--- src/rtl/channel_llr_buffer_if.sv ---
// Channel LLR buffer bus: serial LLR load, frame-done handshake and one-hot row read port.
interface channel_llr_buffer_if #(
  parameter int n = 3,
  parameter int p = 1,
  parameter int Q = 6
) ();
  logic [Q-1:0]            llr_in;
  logic                    llr_valid;
  logic                    llr_ready;
  logic                    decoder_done;
  logic                    channel_register_ready;
  logic                    channel_register_rd_en;
  logic [2**(n-p-1)-1:0]   channel_register_addr;
  logic [Q*2**(p+1)-1:0]   channel_register_data;
  logic                    rd_err;

  modport slave (
    input  llr_in, llr_valid, decoder_done, channel_register_rd_en, channel_register_addr,
    output llr_ready, channel_register_ready, channel_register_data, rd_err
  );

  modport master (
    output llr_in, llr_valid, decoder_done, channel_register_rd_en, channel_register_addr,
    input  llr_ready, channel_register_ready, channel_register_data, rd_err
  );
endinterface

--- src/rtl/channel_llr_buffer.sv ---
// Collects one frame of 2**n serial channel LLRs into a bit-reversed register file
// and serves one-hot row reads to the SC decoder datapath.
//
//   state   | meaning
//   --------+-----------------------------------------------------------
//   ST_LOAD | accepting samples; count_q is the next sample index k
//   ST_FULL | frame complete, storage frozen until decoder_done
module channel_llr_buffer #(
  parameter int n = 3,
  parameter int p = 1,
  parameter int Q = 6
) (
  input  logic                    clk,
  input  logic                    rst_n,
  channel_llr_buffer_if.slave     bus
);

  localparam int N = 2**n;
  localparam int L = 2**(p+1);
  localparam int R = 2**(n-p-1);
  localparam logic [n-1:0] CNT_LAST = {n{1'b1}};

  typedef enum logic {ST_LOAD = 1'b0, ST_FULL = 1'b1} state_t;

  state_t                 state_q, state_d;
  logic [n-1:0]           count_q, count_d;
  logic                   ready_q, ready_d;
  logic                   err_q, err_d;
  logic [L*Q-1:0]         data_q, data_d;
  logic [N-1:0][Q-1:0]    mem_q;

  logic                   wr_en;
  logic [n-1:0]           wr_idx;
  logic                   addr_onehot;
  logic [L*Q-1:0]         row_data;

  function automatic logic [n-1:0] bitrev(input logic [n-1:0] k);
    logic [n-1:0] b;
    for (int i = 0; i < n; i++) b[i] = k[n-1-i];
    return b;
  endfunction

  assign wr_idx = bitrev(count_q);

  always_comb begin
    state_d = state_q;
    count_d = count_q;
    ready_d = ready_q;
    wr_en   = 1'b0;
    case (state_q)
      ST_LOAD: begin
        if (bus.llr_valid) begin
          wr_en   = 1'b1;
          count_d = count_q + 1'b1;
          if (count_q == CNT_LAST) begin
            state_d = ST_FULL;
            ready_d = 1'b1;
          end
        end
      end
      ST_FULL: begin
        // llr_ready is low here, so a same-cycle llr_valid is never a transfer
        if (bus.decoder_done) begin
          state_d = ST_LOAD;
          ready_d = 1'b0;
        end
      end
    endcase
  end

  always_ff @(posedge clk or negedge rst_n) begin
    if (!rst_n) begin
      state_q <= ST_LOAD;
      count_q <= '0;
      ready_q <= 1'b0;
    end else begin
      state_q <= state_d;
      count_q <= count_d;
      ready_q <= ready_d;
    end
  end

  always_ff @(posedge clk or negedge rst_n) begin
    if (!rst_n) begin
      mem_q <= '0;
    end else if (wr_en) begin
      mem_q[wr_idx] <= bus.llr_in;
    end
  end

  assign addr_onehot = (bus.channel_register_addr != '0) &&
                       ((bus.channel_register_addr & (bus.channel_register_addr - 1'b1)) == '0);

  always_comb begin
    row_data = '0;
    for (int r = 0; r < R; r++) begin
      if (bus.channel_register_addr[r]) row_data = row_data | mem_q[r*L +: L];
    end
  end

  always_comb begin
    data_d = data_q;
    err_d  = err_q;
    if (bus.channel_register_rd_en) begin
      // reads in LOAD still return the partial row but are flagged
      if (addr_onehot) data_d = row_data;
      if (!addr_onehot || state_q != ST_FULL) err_d = 1'b1;
    end
  end

  always_ff @(posedge clk or negedge rst_n) begin
    if (!rst_n) begin
      data_q <= '0;
      err_q  <= 1'b0;
    end else begin
      data_q <= data_d;
      err_q  <= err_d;
    end
  end

  assign bus.llr_ready              = (state_q == ST_LOAD);
  assign bus.channel_register_ready = ready_q;
  assign bus.channel_register_data  = data_q;
  assign bus.rd_err                 = err_q;

endmodule

--- src/flat_wrapper.sv ---
// flat-port wrapper written by rule: the top's interface ports become plain ports
module channel_llr_buffer_flat 
#(
  parameter int n = 3,
  parameter int p = 1,
  parameter int Q = 6
)
  (clk, rst_n, bus_llr_in, bus_llr_valid, bus_decoder_done, bus_channel_register_rd_en, bus_channel_register_addr, bus_llr_ready, bus_channel_register_ready, bus_channel_register_data, bus_rd_err);
  channel_llr_buffer_if #(.n(n), .p(p), .Q(Q)) bus_i ();
  input  logic clk;
  input  logic rst_n;
  input wire logic [$bits(bus_i.llr_in)-1:0] bus_llr_in;
  input wire logic [$bits(bus_i.llr_valid)-1:0] bus_llr_valid;
  input wire logic [$bits(bus_i.decoder_done)-1:0] bus_decoder_done;
  input wire logic [$bits(bus_i.channel_register_rd_en)-1:0] bus_channel_register_rd_en;
  input wire logic [$bits(bus_i.channel_register_addr)-1:0] bus_channel_register_addr;
  output wire logic [$bits(bus_i.llr_ready)-1:0] bus_llr_ready;
  output wire logic [$bits(bus_i.channel_register_ready)-1:0] bus_channel_register_ready;
  output wire logic [$bits(bus_i.channel_register_data)-1:0] bus_channel_register_data;
  output wire logic [$bits(bus_i.rd_err)-1:0] bus_rd_err;
  assign bus_i.llr_in = bus_llr_in;
  assign bus_i.llr_valid = bus_llr_valid;
  assign bus_i.decoder_done = bus_decoder_done;
  assign bus_i.channel_register_rd_en = bus_channel_register_rd_en;
  assign bus_i.channel_register_addr = bus_channel_register_addr;
  assign bus_llr_ready = bus_i.llr_ready;
  assign bus_channel_register_ready = bus_i.channel_register_ready;
  assign bus_channel_register_data = bus_i.channel_register_data;
  assign bus_rd_err = bus_i.rd_err;
  channel_llr_buffer #(.n(n), .p(p), .Q(Q)) u_core (.clk(clk), .rst_n(rst_n), .bus(bus_i));
endmodule
--- config.mk ---
export PLATFORM = sky130hd
export DESIGN_NAME = channel_llr_buffer_flat
export DESIGN_NICKNAME = d
export VERILOG_FILES = /design/src/rtl/channel_llr_buffer_if.sv /design/src/rtl/channel_llr_buffer.sv /design/src/flat_wrapper.sv
export SDC_FILE = /design/constraint.sdc
export NUM_CORES = 1
export LEC_CHECK = 0
export ABC_AREA = 1
export CAP_MARGIN = 20
export CORE_MARGIN = 1
export CORE_UTILIZATION = 50
export DETAILED_ROUTE_END_ITERATION = 10
export PLACE_DENSITY = 0.72
export SLEW_MARGIN = 20
export SYNTH_ARGS = -nofsm -noshare
export SYNTH_HDL_FRONTEND = slang
export SYNTH_SLANG_ARGS = --single-unit
export TNS_END_PERCENT = 100
--- constraint.sdc ---
create_clock -name clk -period 2.4 [get_ports clk]
set_input_delay 0.48 -clock clk [delete_from_list [all_inputs] [get_ports clk]]
set_output_delay 0.48 -clock clk [all_outputs]
set_load 0.05 [all_outputs]
# Word level (Yosys, flattened, before mapping)
# Index checks and enable logic that the tools add are counted.
dict set report totals {
  regBits 78
  input_bits 13
  out_inout_bits 27
  elab_cells 49
}
dict set report op_classes {
  addsub 2
  magnitude_cmp 2
  eq_ne 4
  n_mux 15
  bitwise_logic 3
  reduce_logical 10
}
# operator count
set op_table {}
lappend op_table {{bitwise mux 48 bit} 1}
lappend op_table {{two-way mux 24 bit} 2}
lappend op_table {{bitwise OR 24 bit} 1}
lappend op_table {{demux 6 bit (select 3 bit)} 1}
lappend op_table {{two-way mux 1 bit} 8}
lappend op_table {{two-way mux 6 bit} 1}
lappend op_table {{AND reduction 2 bit} 3}
lappend op_table {{< comparator 3 x 4 -> 1 bit, second input constant} 1}
lappend op_table {{!= test 2 bit, second input constant} 2}
lappend op_table {{case mux 1 bit (2 select lines)} 2}
lappend op_table {{adder 3 x 1 -> 3 bit, second input constant} 1}
lappend op_table {{== test 3 bit, second input constant} 1}
lappend op_table {{greater-or-equal comparator 3 x 1 -> 1 bit, second input constant} 1}
lappend op_table {{AND reduction 3 bit} 1}
lappend op_table {{AND 2 bit} 1}
lappend op_table {{logical AND 1 bit} 2}
lappend op_table {{zero test 2 bit} 1}
lappend op_table {{!= test 2 x 1 -> 1 bit, second input constant} 1}
lappend op_table {{nonzero test 2 bit} 1}
lappend op_table {{subtractor 2 x 1 -> 2 bit, second input constant} 1}
lappend op_table {{zero test 1 bit} 1}
lappend op_table {{logical OR 1 bit} 1}
lappend op_table {{inverter 1 bit} 1}

# Longest topological paths before layout
# Gate-level depths: netlist of run 1.
dict set report depth {
  word_depth 7
  mapped_depth 8
}

# Least setup slack after synthesis of run 1
# OpenSTA, ideal clock, no wires.
dict set report synth_timing {
  path_kind {reg-to-reg}
  from {register u_core.count_q[0]}
  to {register u_core.state_q}
  setup_time_ns 0.144
  t_arrival_ns 1.151
  slack_ns 1.105
  stages_incl_launch_ff 6
  path_buffers 1
  synth_period_minus_slack_ns 1.295
  cell_sequence {dfrtp_1 ha_1 ha_1 nand2_1 buf_2 o21ai_0}
}
dict set report synth_via {
  elab_chain_cells 4
}
# element line_no
set synth_lines {}
lappend synth_lines {{from (decl)} channel_llr_buffer.sv:26} ;# logic [n-1:0] count_q, count_d;
lappend synth_lines {{from (signal assigned)} channel_llr_buffer.sv:78} ;# count_q <= count_d;
lappend synth_lines {{== test 3 bit} channel_llr_buffer.sv:55} ;# if (count_q == CNT_LAST) begin
lappend synth_lines {{two-way mux 1 bit} channel_llr_buffer.sv:55}
lappend synth_lines {{two-way mux 1 bit} channel_llr_buffer.sv:52} ;# if (bus.llr_valid) begin
lappend synth_lines {{case mux 1 bit (2 select lines)} channel_llr_buffer.sv:50} ;# case (state_q)
lappend synth_lines {{net u_core.state_d} channel_llr_buffer.sv:25} ;# state_t state_q, state_d;
lappend synth_lines {{to (signal assigned)} channel_llr_buffer.sv:77} ;# state_q <= state_d;
lappend synth_lines {{to (decl)} channel_llr_buffer.sv:25}
# The timed path passes the listed nets, and every way through them passes these cells.
# A chain may end at the register's enable or synchronous reset.

# Worst setup path after layout of run 1
dict set report layout_timing {
  from {register u_core.state_q}
  to {output port bus_llr_ready}
}
dict set report layout_via {
  elab_chain_cells 1
}
# element line_no
set layout_lines {}
lappend layout_lines {{inverter 1 bit} channel_llr_buffer.sv:121} ;# assign bus.llr_ready = (state_q == ST_LOAD);
lappend layout_lines {{to (decl)} flat_wrapper.sv:17} ;# output wire logic [$bits(bus_i.llr_ready)-1:0] bus_llr_ready;
# Every way passes these cells.

==> flow_summary.yaml, run 1 <==
status:
  status: "finished, final reports clean"
drt:
  drc: 0
  first_iter_violations: 158
  drt-vias-per-instance: 4.99
  wl_mm: 7.49
  post_drt_wl_per_cell_um: 13.6
  antenna_left: 0
  first_pass_iters: 4
  vias: 2754
setup_path:
  arrival_ns: 1.76
  worst_ep_required_time_ns: 1.92
  ff2ff_setup_slack_ns: 0.95
  reg2reg_depth: 3
  crit_path_end_kind: "primary output"
  path_class: "register to primary output"
  r2r_start: "u_core.count_q[2]"
  crit_fanout: 4
  start_kind: "register"
  rr_endpoint: "u_core.mem_q[46]"
global_routing:
  gr-usage-all-layers: 0.223
  grt_overflow: 0
  grt_pass1_wl_mm: 12.6
  grt_pass1_vias: 2538
  use_met2: 0.335
  grt_max_degree: 41
  use_met3: 0.0343
  grt_busiest_layer: "met2"
  grtUsageMet1: 0.327
  antenna_found_initial: 0
sta:
  fin_crit_sh: 0.933
  slew_violations: 0
  grt_setup_unrepaired: "false"
  whs_ns: 0.105
  layout_setup_ws_ns: 0.162
  fmax_ghz: 0.447
  finalClockSkew_ns: 0.00632
  hold_viol: 0
  fin_crit_ns: 2.24
  setup_violations: 0
  finalSetupTns_ns: 0
  worstMarginPinSlew_ns: 0.539
  maxSlewHeadroom: 0.641
logic_synthesis:
  synth_top_area_frac: 0.551
  yosysMostFrequentCell: "nand2_1"
  synth_edf_count: 0
  synth_warnings: 0
  ys_seq_area_frac: 0.551
  synthTopCellsByArea: "dfrtp_1 55%, nand2_1 22%, nand3_1 6.1%, o21ai_2 2.5%, ha_1 2.1%"
  ys_types: 19
  synth.largest_area_cell: "dfrtp_1"
  postSynthCellCount: 417
  netlist_area_mm2: 0.00354
  ys_seq_elements: 78
  avgSynthCellArea_um2: 8.49
  synthesis.nets: 436
  synth.top_cells.by_count: "205 x nand2_1, 78 x dfrtp_1, 43 x nand3_1"
  async_flop_share: 1.00
  ys.flop_type: "dfrtp_1"
clock_tree:
  cts_htree_levels: 3
  tritoncts: "done"
  clockBufferDepth: 2
  cts_setup_buffers: 0
  cts_made_buffers: 9
  holdBufCountCts: 0
  clk_latency_ns: 0.35
  root_buffer: "clkbuf_8"
  clk_pin_slew_ns: 0.08
  cts.sinks: 78
  ctsResizeCount: 0
die:
  rows: 30
  die_area_mm2: 0.00743
  fp.dieW_um: 86.2
  dieHeight_um: 86.2
  io_pins: 40
  coreArea_mm2: 0.00683
  start_util: 0.518
power_and_ir_drop:
  ir_drop_mv: 0.574
  powerDensity_mw_per_mm2: 1260
  power.leakage_nw: 2.21
placement:
  place_area_mm2: 0.00395
  place_congestion: 0.773
  dpl_worst_slack_ns: 0.451
  io_buffers: 39
  dpl.hpwl_mm: 4.99
min_path:
  hp-class: "input pin to asynchronous set/reset pin"
finish:
  fin_util: 0.612
  area_delta_synth_final_pct: 18.0
  fin_area_mm2: 0.00418
  drive_gt1_frac: 0.0877
  diodes: 0
  num-nets-final: 470
job:
  drv_cap: 0
area by class of cell:
class | count | area (um2)
Clock buffer | 13 | 169
Tap cell | 96 | 120
Timing Repair Buffer | 45 | 445
Fill cell | 626 | 2650
Inverter | 20 | 75.1
Multi-Input combinational cell | 297 | 1350
Clock inverter | 3 | 65.1
Sequential cell | 78 | 1950
worst max-delay path: stages (launching register included):
cell             delay (ns)
dfrtp_1                0.49
inv_1                  0.11
clkdlybuf4s50_1        0.81
layer usage:
layer  up-vias  wire length, um
li1       1370                -
met1      1300             3630
met2        77             3430
met3         7              337
met4         0               89
met5         -                0
power breakdown:
part	internal (mW)	switching, mW
Sequential	1.85	0.332
Combinational	0.678	1.28
Clock	0.670	0.472
Total	3.20	2.09
sequential cells by signal, indices dropped and copies added (netlist names):
signal / cells
u_core.mem_q: 48
u_core.bus.rd_err: 1
u_core.state_q: 1
u_core.bus.channel_register_ready: 1
u_core.count_q: 3
u_core.bus.channel_register_data: 24
stage by stage:
stage               power (mW)  instances
floorplan                 3.60        417
global placement          4.09        536
detailed placement        4.15        536
CTS                       5.30        552
global route              5.63        552
finish                    5.28        552
cell usage in the layout (no fill, tap or decap):
cell	count
nor2_4	4
nand2_2	2
bufinv_16	2
xor2_1	1
nor2_1	1
buf_4	6
buf_12	1
o21ai_0	14
nand3_1	43
dfrtp_1	78
o21ai_2	10
inv_1	20
a21oi_1	1
o21ai_1	8
nand2_1	205
clkdlybuf4s50_1	38
clkbuf_1	1
clkbuf_8	12
nand3_2	1
nand2_4	1
ha_1	6
clkinv_2	1
logic make-up after synthesis:
kind of cell    synth area share
buf+inv                   0.0668
fa+ha+maj                 0.0212
compound gates            0.0572
flops                      0.551
xor+xnor                 0.00247
simple gates               0.301
worst max path at each step:
stage / startpoint / to / slack (ns)
3_3_place_gp: bus_channel_register_addr[0] / u_core.bus.channel_register_data[7] / 0.51
3_5_place_dp: bus_channel_register_addr[1] / u_core.bus.channel_register_data[10] / 0.45
4_1_cts: u_core.state_q / bus_llr_ready / 0.14
5_1_grt: u_core.state_q / bus_llr_ready / 0.13
6_report: u_core.state_q / bus_llr_ready / 0.16
2_1_floorplan: u_core.count_q[0] / u_core.state_q / 1.11
Note: power is estimated with default switching activity, not from simulation.
==> run 2, diff against run 1 <==
--- a/config.mk
+++ b/config.mk
@@ -7,10 +7,11 @@
 export LEC_CHECK = 0
 export ABC_AREA = 1
 export CAP_MARGIN = 20
-export CORE_MARGIN = 1
+export CORE_MARGIN = 2
 export CORE_UTILIZATION = 50
 export DETAILED_ROUTE_END_ITERATION = 10
 export PLACE_DENSITY = 0.72
+export RECOVER_POWER = 100
 export SLEW_MARGIN = 20
 export SYNTH_ARGS = -nofsm -noshare
 export SYNTH_HDL_FRONTEND = slang
==> run 2 against run 1 <==
Clock skew increased by 0.00081 ns. Sequential power about the same. Non-clock buffer count stayed put. Combinational power down 6%. Global-route usage shrank 1.9 points. Flip-flop and latch count is the same. Maximum frequency down 1.1%. Die area grew 4.7%. Final cell count did not move. Highest routed layer unchanged.
==> flow_summary.yaml, run 2 (synthesized netlist as in run 1, its figures left out) <==
power_and_ir_drop:
  power.leakage_nw: 2.23
  total_power_mw: 5.19
  powerDensity_mw_per_mm2: 1260
  ir_drop_mv: 0.422
clock_tree:
  cts.sinks: 78
  clk_latency_ns: 0.35
  ctsResizeCount: 0
  holdBufCountCts: 0
  cts_setup_buffers: 0
  cts_htree_levels: 3
  clk_pin_slew_ns: 0.08
  clockBufferDepth: 2
  root_buffer: "clkbuf_8"
  tritoncts: "done"
  cts_made_buffers: 9
drt:
  highest_layer: "met4"
  wl_mm: 7.28
  first_iter_violations: 217
  dr_wl_met3_um: 330
  drt-vias-per-instance: 4.91
  drc: 0
  wl_met2_mm: 3.27
  wl_met1_mm: 3.58
  post_drt_wl_per_cell_um: 13.2
  antenna_left: 0
  first_pass_iters: 4
  vias: 2712
sta:
  slew_violations: 0
  hold_viol: 0
  fmax_ghz: 0.442
  setup_violations: 0
  worstMarginPinSlew_ns: 1.21
  fin_crit_ns: 2.26
  whs_ns: 0.379
  fin_crit_sh: 0.943
  layout_setup_ws_ns: 0.136
  maxSlewHeadroom: 0.190
  finalSetupTns_ns: 0
  finalClockSkew_ns: 0.00714
  grt_setup_unrepaired: "false"
finish:
  n_fill_cell: 638
  area_delta_synth_final_pct: 16.2
  final_cell_mix: "206 x nand2_1, 78 x dfrtp_1, 44 x nand3_1"
  layout_commonest_cell: "nand2_1"
  fin_area_mm2: 0.00412
  num-nets-final: 470
  largest_reg_flops: 48
  instances_no_fill: 552
  drive_gt1_frac: 0.0636
  diodes: 0
  regMostFlops: "u_core.mem_q"
  fin_util: 0.603
placement:
  dpl_worst_slack_ns: 0.438
  dpl.hpwl_mm: 5.03
  place_area_mm2: 0.00395
  place_congestion: 0.795
  post-place-cells: 536
  io_buffers: 39
setup_path:
  crit_fanout: 4
  arrival_ns: 1.78
  start_kind: "register"
  crit_path_end_kind: "primary output"
  worst_ep_required_time_ns: 1.92
  path_class: "register to primary output"
  reg2reg_depth: 5
global_routing:
  antenna_found_initial: 0
  gr-usage-all-layers: 0.204
  grt_overflow: 0
  grt_pass1_wl_mm: 11.9
  grt_pass1_vias: 2435
  grt_max_degree: 50
die:
  fp.dieW_um: 88.2
  rows: 30
  coreArea_mm2: 0.00683
  start_util: 0.518
  dieHeight_um: 88.2
  io_pins: 40
  die_area_mm2: 0.00777
job:
  drv_cap: 0
status:
  status: "finished, final reports clean"
min_path:
  hp-class: "input pin to asynchronous set/reset pin"
-- run 2: cell types whose count changed in the layout (fill, tap and decap cells not counted), moves of 2 or more --
cell,previous run,this run
clkdlybuf4s50_1,38,10
o21ai_2,10,2
clkbuf_8,12,9
buf_4,6,3
clkbuf_2,0,3
o21ai_0,14,29
o21ai_1,8,1
dlygate4sd3_1,0,28
clkinv_4,0,2
-- run 2: power breakdown --
group          internal (mW)  leakage, nW  total, mW  switching (mW)
Clock                  0.696        0.124       1.19           0.492
Sequential              1.85        0.993       2.17           0.318
Combinational          0.589         1.11       1.84            1.25
Total                   3.13         2.23       5.19            2.06
-- run 2: final cells by class --
class,count,area (um2),share of cell area
Clock inverter,7,121,0.0295
Clock buffer,9,124,0.0301
Multi-Input combinational cell,297,1300,0.317
Inverter,20,75.1,0.0182
Timing Repair Buffer,45,422,0.102
Tap cell,96,120,0.0292
Sequential cell,78,1950,0.474
-- run 2: worst max-delay path, stage by stage, from the launching register on --
cell,delay (ns)
dfrtp_1,0.47
inv_1,0.10
dlygate4sd3_1,0.87
-- run 2: path summary, 6_finish.rpt --
path / startpoint / endpoint / slack, ns
min in group clk: u_core.bus.channel_register_data[5] / u_core.bus.channel_register_data[5] / 0.47
worst min register to register: u_core.bus.channel_register_data[5] / u_core.bus.channel_register_data[5] / 0.47
max in group asynchronous: rst_n / u_core.mem_q[35] / 0.67
worst max-delay path: u_core.state_q / bus_llr_ready / 0.14
worst min-delay path: rst_n / u_core.mem_q[45] / 0.38
worst max register to register: u_core.state_q / u_core.mem_q[9] / 0.38
-- run 2: routing by layer --
layer | global-route usage | vias to the layer above
met5 | 0 | -
li1 | - | 1373
met2 | 0.306 | 69
met3 | 0.0415 | 9
met4 | 0.0702 | 0
met1 | 0.297 | 1261
